[src/rtl/seg7_scan_if.sv]
// Display-side bundle for the multiplexed 7-segment scan driver.
// The master owns the content and mask inputs. The slave (the driver) owns the pin outputs.
interface seg7_scan_if #(
    parameter int unsigned NUM_DIGITS = 4
);
    logic                      enable;
    logic [4*NUM_DIGITS-1:0]   digits_in;
    logic [NUM_DIGITS-1:0]     blank_mask;
    logic [NUM_DIGITS-1:0]     blink_mask;
    logic [6:0]                seg;
    logic [NUM_DIGITS-1:0]     an;
    logic                      frame_start;

    modport master (
        output enable, digits_in, blank_mask, blink_mask,
        input  seg, an, frame_start
    );

    modport slave (
        input  enable, digits_in, blank_mask, blink_mask,
        output seg, an, frame_start
    );
endinterface

[src/rtl/seg7_scan_driver.sv]
// Time-multiplexed 7-segment driver with a refresh prescaler and a per-frame snapshot.
// It also provides per-digit blank and blink, and selectable output polarity.
module seg7_scan_driver #(
    parameter int unsigned NUM_DIGITS   = 4,
    parameter int unsigned REFRESH_DIV  = 50000,
    parameter int unsigned BLINK_FRAMES = 64,
    parameter bit          ACTIVE_LOW   = 1'b1
) (
    input  logic       clk,
    input  logic       rst,
    seg7_scan_if.slave bus
);
    localparam int unsigned IdxW = (NUM_DIGITS > 1) ? $clog2(NUM_DIGITS) : 1;
    localparam int unsigned PreW = $clog2(REFRESH_DIV);
    localparam int unsigned FrmW = (BLINK_FRAMES > 1) ? $clog2(BLINK_FRAMES) : 1;

    localparam logic [PreW-1:0]       PreLast = PreW'(REFRESH_DIV - 1);
    localparam logic [IdxW-1:0]       IdxLast = IdxW'(NUM_DIGITS - 1);
    localparam logic [FrmW-1:0]       FrmLast = FrmW'(BLINK_FRAMES - 1);
    localparam logic [6:0]            SegOff  = {7{ACTIVE_LOW}};
    localparam logic [NUM_DIGITS-1:0] AnOff   = {NUM_DIGITS{ACTIVE_LOW}};

    logic [PreW-1:0]         r_presc;
    logic [IdxW-1:0]         r_idx;
    logic [4*NUM_DIGITS-1:0] r_shadow;
    logic [FrmW-1:0]         r_frame_cnt;
    logic                    r_blink_phase;
    logic                    r_frame_start;
    logic [6:0]              r_seg;
    logic [NUM_DIGITS-1:0]   r_an;

    logic                    w_tick;
    logic                    w_wrap;
    logic [3:0]              w_code;
    logic                    w_dark;
    logic [6:0]              w_pattern;
    logic [NUM_DIGITS-1:0]   w_an_hot;

    // Active-high glyph pattern. Bit order is {g,f,e,d,c,b,a}.
    function automatic logic [6:0] glyph(input logic [3:0] code);
        logic [6:0] pat;
        case (code)
            4'h0:    pat = 7'b0111111;
            4'h1:    pat = 7'b0000110;
            4'h2:    pat = 7'b1011011;
            4'h3:    pat = 7'b1001111;
            4'h4:    pat = 7'b1100110;
            4'h5:    pat = 7'b1101101;
            4'h6:    pat = 7'b1111101;
            4'h7:    pat = 7'b0000111;
            4'h8:    pat = 7'b1111111;
            4'h9:    pat = 7'b1101111;
            4'hA:    pat = 7'b1110001;
            4'hB:    pat = 7'b0111110;
            4'hC:    pat = 7'b0111001;
            default: pat = 7'b0000000;
        endcase
        return pat;
    endfunction

    assign w_tick = (r_presc == PreLast);
    assign w_wrap = w_tick && (r_idx == IdxLast);

    always_comb begin
        w_code    = r_shadow[{r_idx, 2'b00} +: 4];
        // Masks are sampled live, so blanking reacts within one cycle and does not wait for a frame.
        w_dark    = bus.blank_mask[r_idx] | (bus.blink_mask[r_idx] & r_blink_phase);
        w_pattern = w_dark ? 7'b0000000 : glyph(w_code);
        w_an_hot  = '0;
        w_an_hot[r_idx] = 1'b1;
    end

    always_ff @(posedge clk or posedge rst) begin
        if (rst) begin
            r_presc       <= '0;
            r_idx         <= '0;
            r_shadow      <= '0;
            r_frame_cnt   <= '0;
            r_blink_phase <= 1'b0;
            r_frame_start <= 1'b0;
            r_seg         <= SegOff;
            r_an          <= AnOff;
        end else begin
            r_presc <= w_tick ? '0 : r_presc + 1'b1;
            if (w_tick) begin
                r_idx <= (r_idx == IdxLast) ? '0 : r_idx + 1'b1;
            end
            r_frame_start <= w_wrap;
            if (w_wrap) begin
                r_shadow <= bus.digits_in;
                if (r_frame_cnt == FrmLast) begin
                    r_frame_cnt   <= '0;
                    r_blink_phase <= ~r_blink_phase;
                end else begin
                    r_frame_cnt <= r_frame_cnt + 1'b1;
                end
            end
            // The scan keeps running while disabled; only the pins are forced inactive.
            if (bus.enable) begin
                r_seg <= w_pattern ^ SegOff;
                r_an  <= w_an_hot ^ AnOff;
            end else begin
                r_seg <= SegOff;
                r_an  <= AnOff;
            end
        end
    end

    assign bus.seg         = r_seg;
    assign bus.an          = r_an;
    assign bus.frame_start = r_frame_start;
endmodule

[src/flat_wrapper.sv]
// flat-port wrapper written by rule: the top's interface ports become plain ports
module seg7_scan_driver_flat 
#(
    parameter int unsigned NUM_DIGITS   = 4,
    parameter int unsigned REFRESH_DIV  = 50000,
    parameter int unsigned BLINK_FRAMES = 64,
    parameter bit          ACTIVE_LOW   = 1'b1
)
  (clk, rst, bus_enable, bus_digits_in, bus_blank_mask, bus_blink_mask, bus_seg, bus_an, bus_frame_start);
  seg7_scan_if #(.NUM_DIGITS(NUM_DIGITS)) bus_i ();
  input  logic clk;
  input  logic rst;
  input wire logic [$bits(bus_i.enable)-1:0] bus_enable;
  input wire logic [$bits(bus_i.digits_in)-1:0] bus_digits_in;
  input wire logic [$bits(bus_i.blank_mask)-1:0] bus_blank_mask;
  input wire logic [$bits(bus_i.blink_mask)-1:0] bus_blink_mask;
  output wire logic [$bits(bus_i.seg)-1:0] bus_seg;
  output wire logic [$bits(bus_i.an)-1:0] bus_an;
  output wire logic [$bits(bus_i.frame_start)-1:0] bus_frame_start;
  assign bus_i.enable = bus_enable;
  assign bus_i.digits_in = bus_digits_in;
  assign bus_i.blank_mask = bus_blank_mask;
  assign bus_i.blink_mask = bus_blink_mask;
  assign bus_seg = bus_i.seg;
  assign bus_an = bus_i.an;
  assign bus_frame_start = bus_i.frame_start;
  seg7_scan_driver #(.NUM_DIGITS(NUM_DIGITS), .REFRESH_DIV(REFRESH_DIV), .BLINK_FRAMES(BLINK_FRAMES), .ACTIVE_LOW(ACTIVE_LOW)) u_core (.clk(clk), .rst(rst), .bus(bus_i));
endmodule
[config.mk]
export PLATFORM = sky130hd
export DESIGN_NAME = seg7_scan_driver_flat
export DESIGN_NICKNAME = d
export VERILOG_FILES = /design/src/rtl/seg7_scan_if.sv /design/src/rtl/seg7_scan_driver.sv /design/src/flat_wrapper.sv
export SDC_FILE = /design/constraint.sdc
export NUM_CORES = 1
export LEC_CHECK = 0
export BUFFER_PORTS_ARGS = -buffer_cell sky130_fd_sc_hd__buf_2
export CAP_MARGIN = 10
export CELL_PAD_IN_SITES_DETAIL_PLACEMENT = 1
export CELL_PAD_IN_SITES_GLOBAL_PLACEMENT = 2
export CORE_UTILIZATION = 38
export DETAILED_ROUTE_END_ITERATION = 10
export PLACE_DENSITY = 0.9
export RECOVER_POWER = 100
export SKIP_LAST_GASP = 1
export SYNTH_ARGS = -nofsm -noshare
export SYNTH_HDL_FRONTEND = slang
export SYNTH_SLANG_ARGS = --single-unit
[constraint.sdc]
create_clock -name clk -period 2.1 [get_ports clk]
set_input_delay 0.21 -clock clk [delete_from_list [all_inputs] [get_ports clk]]
set_output_delay 0.21 -clock clk [all_outputs]
set_load 0.005 [all_outputs]
Word level (Yosys, flattened, before mapping)
Memories as Yosys holds them, arrays and structs flattened.
Cells that the tools add are included.
Widths: inputs -> output; s select.

operators by class
  bitwise logic cells = 5
  $lt $le $gt $ge = 2
  mux-type cells = 12
  reduce and logical (&&, ||, !) cells = 3
  equal/unequal tests = 3
  shift operators = 1
  add/sub/neg operators = 3

operators by type and width
  kind                   number
  $add 16x1->16 const B  1
  $eq 16x16->1 const B   1
  $mux 16                1
  $shiftx 16x5->4        1
  $mux 7                 2
  $not 7->7              1
  $add 6x1->6 const B    1
  $eq 6x6->1 const B     1
  $mux 6                 1
  $bmux 1 s2             2
  $mux 4                 1
  $not 4->4              1
  $lt 2x3->1 const B     1
  $mux 1                 3
  $add 2x1->2 const B    1
  $demux 1 s2            1
  $eq 2x2->1 const B     1
  $ge 2x1->1 const B     1
  $logic_and 1x1->1      2
  $mux 2                 1
  $reduce_and 2->1       1
  $and 1x1->1            1
  $not 1->1              1
  $or 1x1->1             1

word-level totals
  memories = 1
  bits in read-only memories = 112
  output and inout bits = 12
  register bits after elaboration = 53

memories
  name              words  bits a word  read ports  clocked after memory_dff  write ports  line                    RTL
  (name not given)  16     7            1           0                         0            seg7_scan_driver.sv:42  case (code)

Depth between registers and ports, before layout
Gate-level depths: netlist of run 1.

  depth after elaboration = 7
  depth in mapped cells = 7
  gate-level depth less buffers = 6

Least setup slack after synthesis of run 1
OpenSTA, ideal clock, no wires.

  path kind = register -> register
  start point = register u_core.r_idx[0]
  end point = register u_core.r_seg[3] (netlist: u_core.bus.seg[3])
  stages on the path, launching flop included = 8
  arrival = 1.722 ns
  path slack = 0.297 ns
  library setup time = 0.081 ns
  data required time = 2.019 ns
  path through = dfrtp_1 > buf_6 > mux4_2 > inv_1 > ha_1 > nand2_1 > o21ai_0 > o211ai_1

on the way
  longest elaborated chain between the ends = 7

ends and longest elaborated chain
  item                                                  line                     RTL
  start: declaration                                    seg7_scan_driver.sv:24   logic [IdxW-1:0] r_idx;
  start signal: assignment                              seg7_scan_driver.sv:86   r_idx <= (r_idx == IdxLast) ? '0 : r_idx + 1'b1;
  branches (longest 4 deep; another with $mem_v2 16x7)  -
  $mux 7 *                                              seg7_scan_driver.sv:68   w_pattern = w_dark ? 7'b0000000 : glyph(w_code);
  $not 7->7 (no source line) *                          -
  $mux 7 *                                              seg7_scan_driver.sv:99   if (bus.enable) begin
  end signal: assignment                                seg7_scan_driver.sv:81   r_seg <= SegOff;
  end signal: assignment                                seg7_scan_driver.sv:100  r_seg <= w_pattern ^ SegOff;
  end signal: assignment                                seg7_scan_driver.sv:103  r_seg <= SegOff;
  end: declaration                                      seg7_scan_driver.sv:29   logic [6:0] r_seg;

Every way passes the cells marked *. The select of a mux whose other input is x is not followed.
A chain may end at the register's enable or synchronous reset.

Worst setup path after layout of run 1
Same ends and word-level chain as after synthesis.

==> impl_metrics.toml, run 1 <==
[place]
dp_hpwl_um = 3760
gp_congestion = 0.764
port_buffers = 38
placed_cell_area_um2 = 2910

[clock_network]
clock-sinks = 53
cts.path.max_buffers = 2
clk_latency_ns = 0.33
clk_pin_slew_ns = 0.11
cts_tree = "yes"
post_cts_buffers = 0
cts_made_buffers = 5
clock-root-buffer = "clkbuf_8"
h-tree-depth = 2

[floorplanning]
row_count = 29
die_h_um = 84.8
dieArea_um2 = 7190
ioPinCount = 39
dieWidth_um = 84.8
start_util_pct = 40.1
coreArea_um2 = 6490

[timing]
fin_crit_ns = 1.93
worst_pin_slew_ns = 1.02
hold_viol = 0
rsz0062_at_grt = "no"
tns_ns = 0
fmax_mhz = 519
fin_crit_sh_pct = 91.7
setup_viol_count_final = 0
drv_slew = 0
fin_skew_ns = 0.0158
relSlewSlack_pct = 32.0

[global_routing]
gr-usage-all-layers_pct = 16.2
grt_pass1_vias = 1773
overflow = 0
grt_start_max_net_pins = 31
grt_pass1_wl_um = 8850
antenna_found_initial = 0

[detailed_routing]
drt_pass1_iterations = 7
ant_nets = 0
vias = 1706
vias_per_cell = 5.11
drtIter0Drc = 45
drt-total-wl_um = 5220
drc_errors = 2
wl_per_cell_um = 15.6

[yosys]
syn_inst = 211
synth.distinct_cells = 41
synth_area_um2 = 2600
synth_ff_type = "dfrtp_1"
synth_edf_count = 0
yosys.area.top_type = "dfrtp_1"
ys_ff_latch = 53
ys_seq_area_share_pct = 51.5
synthTopCellsByArea = "dfrtp_1 (40%), dfstp_2 (11%), mux2_2 (7.4%), ha_1 (5.8%), mux4_2 (5.2%)"
yosysWarnings = 0
synthArstFlopShare_pct = 100
synth_top_area_share_pct = 40.4
synth_area_per_cell_um2 = 12.3
synthesis.nets = 250

[power_and_ir_drop]
vdd_drop_max_mv = 0.291
p_per_area_nw_per_um2 = 614
leakagePower_nw = 1.36

[hold_path]
hold_path_class = "primary input to flop"
min_path_cells = 2

[final_layout]
layout-drive-gt1-share_pct = 33.9
area_growth_pct = 14.5
fin_area_um2 = 2980
fillers = 724
n_antenna_cell = 0
final_net_count = 295

[critical_path]
slowest_delay_ns = 0.64
crit_path_start_kind = "flop"
r2r_cells = 6
crit_chain = "mux4_2 > inv_1 > ha_1 > nand2_1 > o21ai_0 > o211ai_1"
crit_required_ns = 2.35
worstSetupPathType = "flop to flop"
endpoint_kind = "flop"
crit_arrival_ns = 2.17
worstPathMaxFanout = 9
cpMaxStageDelayCell = "mux4_2"

[flow_run]
maxCapViolations = 0

[status]
violations = "DRC"
status = "finished with violations"
metal layers:
metal | up-vias | global-route usage [%] | share of wire [%]
li1 | 826 | - | -
met1 | 842 | 22.0 | 47
met2 | 33 | 25.2 | 48
met3 | 5 | 3.83 | 3.3
met4 | 0 | 6.47 | 1.9
met5 | - | 0 | 0
metrics by stage:
| stage | power [mW] | cells | utilization, % | hold slack (ns) | setup slack (ns) |
|---|---|---|---|---|---|
| CTS | 1.87 | 334 | 46.4 | 0.0707 | 0.0195 |
| detailed placement | 1.21 | 325 | 44.7 | 0.298 | 0.0419 |
| global placement | 1.21 | 325 | 44.7 | 0.297 | 0.111 |
| floorplan | 1.16 | 211 | - | 0.249 | 0.297 |
| global route | 1.90 | 334 | 45.9 | 0.0924 | 0.0757 |
| finish | 1.83 | 334 | 45.9 | 0.0787 | 0.173 |
cell usage after synthesis, types with 3 or more instances:
cell      number
and3_1         4
dfrtp_1       42
mux2_2        17
nand3_1        6
nor2_1        13
nor2b_1        3
o211ai_1       3
nand2b_1       5
dfstp_2       11
nand4_1        3
mux4_2         6
o21ai_0        5
a21oi_1        6
ha_1          12
buf_6          3
inv_1         12
xnor2_1        7
xor2_1         8
nand2_1       12
o21ai_1        3
cell usage in the layout, fill, tap and decap left out, types with 2 or more instances in the layout:
cell type	synthesis	layout
mux2_1	2	2
nor3b_1	2	2
clkbuf_8	0	6
xnor2_1	7	7
and3_1	4	4
nor2_1	13	14
mux4_2	6	6
o31ai_1	2	2
o211ai_1	3	3
nand2_1	12	12
nand3_1	6	6
nand2b_1	5	5
nand4_1	3	5
nor2b_1	3	3
xor2_1	8	8
dfstp_2	11	11
ha_1	12	12
buf_2	2	36
mux2i_1	2	2
nor3_1	2	2
and4bb_2	2	2
dfrtp_1	42	41
inv_1	12	12
mux2_2	17	17
a21oi_1	6	6
buf_12	0	2
clkbuf_1	1	3
o21ai_0	5	8
or4_1	2	2
cells by family (layout without fill, tap and decap cells):
kind of cell             count (synthesis)  after routing  synth area share, %
multiplexers                            28             28                 14.8
AO/OA/AOI/OAI                           23             23                 5.48
AND/OR/NAND/NOR                         62             62                 13.9
XOR/XNOR                                15             15                 5.05
flip-flops                              53             53                 51.5
adder cells (fa/ha/maj)                 12             12                 5.77
buffers and inverters                   18             64                 3.56
final timing paths:
path	from	to	slack, ns
max in group asynchronous	rst	u_core.bus.seg[6]$_DFF_PP1_	0.67
hold / removal	bus_enable	u_core.bus.an[2]$_DFF_PP1_	0.08
hold reg to reg	u_core.r_presc[0]$_DFF_PP0_	u_core.r_presc[0]$_DFF_PP0_	0.48
setup / recovery	u_core.r_idx[0]$_DFFE_PP0N_	u_core.bus.seg[3]$_DFF_PP1_	0.17
min in group asynchronous	rst	u_core.r_frame_cnt[5]$_DFFE_PP0P_	0.67
setup reg to reg	u_core.r_idx[0]$_DFFE_PP0N_	u_core.bus.seg[3]$_DFF_PP1_	0.17
timing repair:
item,in CTS,in global routing
setup endpoints to repair,0,4
hold buffers,1,0
hold endpoints to repair,22,0
resized for setup,0,1
sequential cells by signal (all words and copies together) (netlist names):
name,count
u_core.bus.frame_start,1
u_core.bus.an,4
u_core.r_frame_cnt,6
u_core.bus.seg,7
u_core.r_blink_phase,1
u_core.r_shadow,16
u_core.r_presc,16
u_core.r_idx,2
where the power goes:
group | internal (mW) | switching, mW
Combinational | 0.0634 | 0.0668
Sequential | 1.05 | 0.0117
Clock | 0.274 | 0.364
critical path: cells and delay by family, from the launching register on:
kind,cells,cell delay (ns)
AOI/OAI and AO/OA,2,0.24
adders and majority gates,1,0.25
buffers and inverters,1,0.15
DFF,1,0.52
muxes,1,0.64
and+or+nand+nor,1,0.06
layout make-up:
type | count | area [um^2] | area share [%]
sequential | 53 | 1340 | 45.0
inverter | 12 | 45.0 | 1.51
multi-input combinational | 140 | 1140 | 38.4
tap | 77 | 96.3 | 3.23
timing repair buffer | 44 | 254 | 8.52
clock inverter | 2 | 17.5 | 0.587
clock buffer | 6 | 82.6 | 2.77
Power figures use the tool's default switching activity.
==> run 2: changes to the inputs <==
--- a/config.mk
+++ b/config.mk
@@ -13,6 +13,7 @@
 export DETAILED_ROUTE_END_ITERATION = 10
 export PLACE_DENSITY = 0.9
 export RECOVER_POWER = 100
+export SETUP_SLACK_MARGIN = 0.3
 export SKIP_LAST_GASP = 1
 export SYNTH_ARGS = -nofsm -noshare
 export SYNTH_HDL_FRONTEND = slang
==> impl_metrics.toml, run 2 (synthesis gave the netlist of run 1 again) <==
[status]
status = "finished with violations"
violations = "DRC"

[detailed_routing]
ant_nets = 0
wl_per_cell_um = 18.6
drc_errors = 2
vias_per_cell = 5.23
drtIter0Drc = 57
drt_pass1_iterations = 7
drt-total-wl_um = 6690
vias = 1883

[timing]
hold_viol = 0
rsz0062_at_grt = "yes"
fmax_mhz = 518
relSlewSlack_pct = 41.9
worst_pin_slew_ns = 0.870
drv_slew = 0
fin_skew_ns = 0.0112
tns_ns = 0
fin_crit_ns = 1.93
fin_crit_sh_pct = 91.9
setup_viol_count_final = 0

[final_layout]
n_antenna_cell = 0
fillers = 689
final_net_count = 321
seqCellArea_um2 = 1350
final_cell_mix = "dfrtp_1 (38), buf_2 (35), mux2_2 (17), buf_4 (16), nor2_1 (13)"
layout-drive-gt1-share_pct = 47.0
fin_area_um2 = 3360
multi_input_area_um2 = 1300
area_growth_pct = 29.1
final_common_cell = "dfrtp_1"

[power_and_ir_drop]
p_per_area_nw_per_um2 = 614
leakagePower_nw = 1.52
vdd_drop_max_mv = 0.469

[clock_network]
clk_latency_ns = 0.32
cts_made_buffers = 5
cts.path.max_buffers = 2
clock-sinks = 53
h-tree-depth = 2
clk_pin_slew_ns = 0.10
clock-root-buffer = "clkbuf_8"
cts_tree = "yes"

[critical_path]
crit_chain = "ha_1 > and4_4 > nand4_4 > clkbuf_1 > buf_4 > mux2_2"
crit_arrival_ns = 2.14
worstPathMaxFanout = 6
cpMaxStageDelayCell = "dfrtp_2"
crit_path_start_kind = "flop"
worstSetupPathType = "flop to flop"
r2r_slack_ns = 0.17
reg2reg_to = "u_core.r_shadow[11]$_DFFE_PP0P_"
r2r_cells = 6
endpoint_kind = "flop"
setup.worst_path.start = "u_core.r_idx[0]$_DFFE_PP0N_"
slowest_delay_ns = 0.49
crit_required_ns = 2.31
r2r-start = "u_core.r_idx[0]$_DFFE_PP0N_"

[floorplanning]
row_count = 29
start_util_pct = 40.1
dieWidth_um = 84.8
ioPinCount = 39
die_h_um = 84.8
coreArea_um2 = 6490
dieArea_um2 = 7190

[flow_run]
maxCapViolations = 0

[global_routing]
grt_start_max_net_pins = 23
antenna_found_initial = 0
overflow = 0
gr-usage-all-layers_pct = 18.9
grt_pass1_wl_um = 10200
grt_pass1_vias = 2014

[hold_path]
hp-start = "bus_enable"
hold_path_class = "primary input to flop"
min_to = "u_core.bus.an[1]$_DFF_PP1_"
min_path_cells = 2

[place]
placed_cell_area_um2 = 2900
port_buffers = 38
dp_hpwl_um = 3830
gp_congestion = 0.763
## run 2: changes by cell type in the layout (fill, tap and decap cells not counted), sizes merged
cell,before,now
buf,39,56
bufinv,0,2
inv,13,12
clkbuf,10,18
## run 2: cell type report
cell class	instances	area share (%)
Clock buffer	5	2.05
Inverter	12	1.49
Tap cell	77	2.87
Clock inverter	3	1.94
Timing Repair Buffer	70	12.9
Multi-Input combinational cell	140	38.7
Sequential cell	53	40.0
## run 2: power breakdown
part / switching [mW] / total [mW] / leakage [nW] / internal, mW
sequential: 0.0140 / 1.06 / 0.645 / 1.05
clock: 0.358 / 0.832 / 0.0681 / 0.474
combinational: 0.0861 / 0.168 / 0.810 / 0.0820
total: 0.458 / 2.06 / 1.52 / 1.61
## run 2: timing repair
item                       4_1_cts  5_1_grt
setup endpoints to repair       30       22
pin swaps                        7       18
hold buffers                     1        0
hold endpoints to repair        20        0
cloned                           1        1
gates resized for setup         19       25
buffers inserted                11       12
## run 2: worst max path at each step
stage                                                 end  slack [ns]
after floorplan               u_core.bus.seg[3]$_DFF_PP1_        0.32
after global placement        u_core.bus.seg[3]$_DFF_PP1_        0.14
after detailed placement      u_core.bus.seg[3]$_DFF_PP1_        0.05
after CTS                     u_core.bus.seg[5]$_DFF_PP1_        0.29
after global routing       u_core.r_shadow[3]$_DFFE_PP0P_         0.1
final                     u_core.r_shadow[11]$_DFFE_PP0P_        0.17
## run 2: per-stage QoR
step | setup WS (ns) | power [mW] | utilization [%] | cells | hold WS [ns]
after floorplan | 0.321 | 1.16 | - | 211 | 0.249
after global placement | 0.144 | 1.21 | 44.7 | 326 | 0.257
after detailed placement | 0.0541 | 1.21 | 44.7 | 326 | 0.258
after CTS | 0.293 | 2.06 | 50.4 | 347 | 0.0787
after global routing | 0.0981 | 2.13 | 51.8 | 360 | 0.0948
final | 0.170 | 2.06 | 51.8 | 360 | 0.0918
## run 2: layer usage
metal	global-route usage (%)	wire length (um)	up-vias
met2	32.3	3540	36
met3	3.54	175	9
met4	7.40	106	0
met1	23.7	2870	964
li1	-	-	874
met5	0	0	-
## run 2: critical path, delay by kind of cell, from the launching register on
family	cells	cell delay [ns]
and+or+nand+nor	2	0.30
muxes	1	0.34
adders and majority gates	1	0.25
DFF	1	0.49
buffers and inverters	2	0.44
==> run 3: changes to the inputs <==
--- a/config.mk
+++ b/config.mk
@@ -9,9 +9,10 @@
 export CAP_MARGIN = 10
 export CELL_PAD_IN_SITES_DETAIL_PLACEMENT = 1
 export CELL_PAD_IN_SITES_GLOBAL_PLACEMENT = 2
-export CORE_UTILIZATION = 38
+export CORE_UTILIZATION = 41
 export DETAILED_ROUTE_END_ITERATION = 10
-export PLACE_DENSITY = 0.9
+export MAX_ROUTING_LAYER = met4
+export PLACE_DENSITY = 0.95
 export RECOVER_POWER = 100
 export SETUP_SLACK_MARGIN = 0.3
 export SKIP_LAST_GASP = 1
==> constraint.sdc (replaced) <==
create_clock -name clk -period 2.38 [get_ports clk]
set_input_delay 0.238 -clock clk [delete_from_list [all_inputs] [get_ports clk]]
set_output_delay 0.238 -clock clk [all_outputs]
set_load 0.005 [all_outputs]
==> impl_metrics.toml, run 3 (synthesis gave the netlist of run 1 again) <==
[critical_path]
crit_arrival_ns = 2.31
cpMaxStageDelayCell = "mux4_2"
slowest_delay_ns = 0.64
r2r_slack_ns = 0.30
crit_chain = "buf_4 > mux4_2 > nor2b_1 > a22o_1 > o21ai_0"
crit_required_ns = 2.61
crit_path_start_kind = "flop"
worstSetupPathType = "flop to flop"
endpoint_kind = "flop"
crit_family = "multiplexers"
worstPathMaxFanout = 12
worstPathBufferInverterCount = 1

[floorplanning]
row_count = 28
ioPinCount = 39
die_h_um = 81.7
dieArea_um2 = 6670
dieWidth_um = 81.7
coreArea_um2 = 6030
start_util_pct = 43.2

[final_layout]
n_antenna_cell = 0
area_growth_pct = 15.5
final_net_count = 295
layout-drive-gt1-share_pct = 33.5
fin_area_um2 = 3010
fin_util_pct = 49.9
final_cell_mix = "dfrtp_1 (42), buf_2 (34), mux2_2 (17), nor2_1 (13)"
final_common_cell = "dfrtp_1"

[timing]
fmax_mhz = 481
tns_ns = 0
hold_viol = 0
worst_pin_slew_ns = 1.25
fin_crit_ns = 2.08
rsz0062_at_grt = "no"
drv_slew = 0
setup_viol_count_final = 0
relSlewSlack_pct = 16.9
fin_skew_ns = 0.0101
fin_crit_sh_pct = 87.3

[hold_path]
hold_path_class = "primary input to flop"

[power_and_ir_drop]
seqPwrFrac_pct = 52.8
intPower_mw = 1.40
leakagePower_nw = 1.37
p_comb_share_pct = 6.1
switching_share_pct = 21.0
clockPowerShare_pct = 41.1
p_switching_mw = 0.373
p_per_area_nw_per_um2 = 590
vdd_drop_max_mv = 0.306

[place]
port_buffers = 38
dp_hpwl_um = 3700
placed_cell_area_um2 = 2880
gp_congestion = 0.778

[detailed_routing]
drc_errors = 0
drt-total-wl_um = 5180
drtIter0Drc = 62
vias_per_cell = 5.13
drt_pass1_iterations = 4
vias = 1704
wl_per_cell_um = 15.6
ant_nets = 0

[global_routing]
grt_pass1_wl_um = 9000
grt_pass1_vias = 1849
overflow = 0
antenna_found_initial = 0
gr-usage-all-layers_pct = 18.8
grt_start_max_net_pins = 54

[clock_network]
clock-root-buffer = "clkbuf_8"
clk_pin_slew_ns = 0.10
clock-sinks = 53
h-tree-depth = 2
cts.path.max_buffers = 2
clk_latency_ns = 0.31
cts_tree = "yes"
cts_made_buffers = 5

[status]
status = "finished, final reports clean"

[flow_run]
maxCapViolations = 0
## run 3: changes by cell type in the layout (fill, tap and decap cells not counted), sizes merged
cell | previous run | this run
inv | 12 | 13
clkinv | 1 | 0
clkbuf | 18 | 13
dlygate4sd3 | 1 | 0
buf | 56 | 36
## run 3: through the flow
step	setup WS [ns]	power (mW)	instances	hold slack [ns]
global route	0.195	1.84	332	0.137
floorplan	0.577	1.02	211	0.277
CTS	0.320	1.80	330	0.103
finish	0.303	1.77	332	0.146
global placement	0.414	1.06	322	0.446
detailed placement	0.348	1.07	322	0.455
## run 3: area by class of cell
class / instances / area, um^2
Inverter: 12 / 45.0
Clock buffer: 5 / 68.8
Fill cell: 667 / 3020
Clock inverter: 3 / 68.8
Tap cell: 75 / 93.8
Timing Repair Buffer: 44 / 233
Multi-Input combinational cell: 140 / 1160
Sequential cell: 53 / 1340
## run 3: final timing paths
check | from | endpoint | cells past startpoint
hold / removal | bus_digits_in[4] | u_core.r_shadow[4]$_DFFE_PP0P_ | 2
max in group asynchronous | rst | u_core.r_presc[13]$_DFF_PP0_ | 3
setup / recovery | u_core.r_idx[0]$_DFFE_PP0N_ | u_core.bus.seg[4]$_DFF_PP1_ | 5
min in group asynchronous | rst | u_core.r_frame_cnt[1]$_DFFE_PP0P_ | 3
hold reg to reg | u_core.r_presc[0]$_DFF_PP0_ | u_core.r_presc[0]$_DFF_PP0_ | 1
setup reg to reg | u_core.r_idx[0]$_DFFE_PP0N_ | u_core.bus.seg[4]$_DFF_PP1_ | 5
## run 3: routing by layer
layer  vias to the layer above  part of all wire [%]  global-route usage [%]
met5                         -                     0                       -
li1                        823                     -                       -
met4                         0                   2.2                    8.60
met3                         8                   2.8                    3.00
met1                       850                    47                    24.2
met2                        23                    48                    29.0
## run 3: power by group through the flow
stage	clock, mW	sequential, mW	combinational, mW
final	0.730	0.936	0.108
after detailed placement	0	0.954	0.112
after CTS	0.748	0.936	0.113
after floorplan	0	0.950	0.0696
after global placement	0	0.953	0.110
after global routing	0.775	0.939	0.123
## run 3: what timing repair did
item,in CTS,in global routing
setup endpoints to repair,0,5
gates resized for setup,0,1
setup buffers,0,2
hold buffers,0,0
## run 3: worst reg2reg max path, cell delays in order (launching register included)
cell     delay [ns]
dfrtp_1        0.53
buf_4          0.22
mux4_2         0.65
nor2b_1        0.21
a22o_1         0.23
o21ai_0        0.16
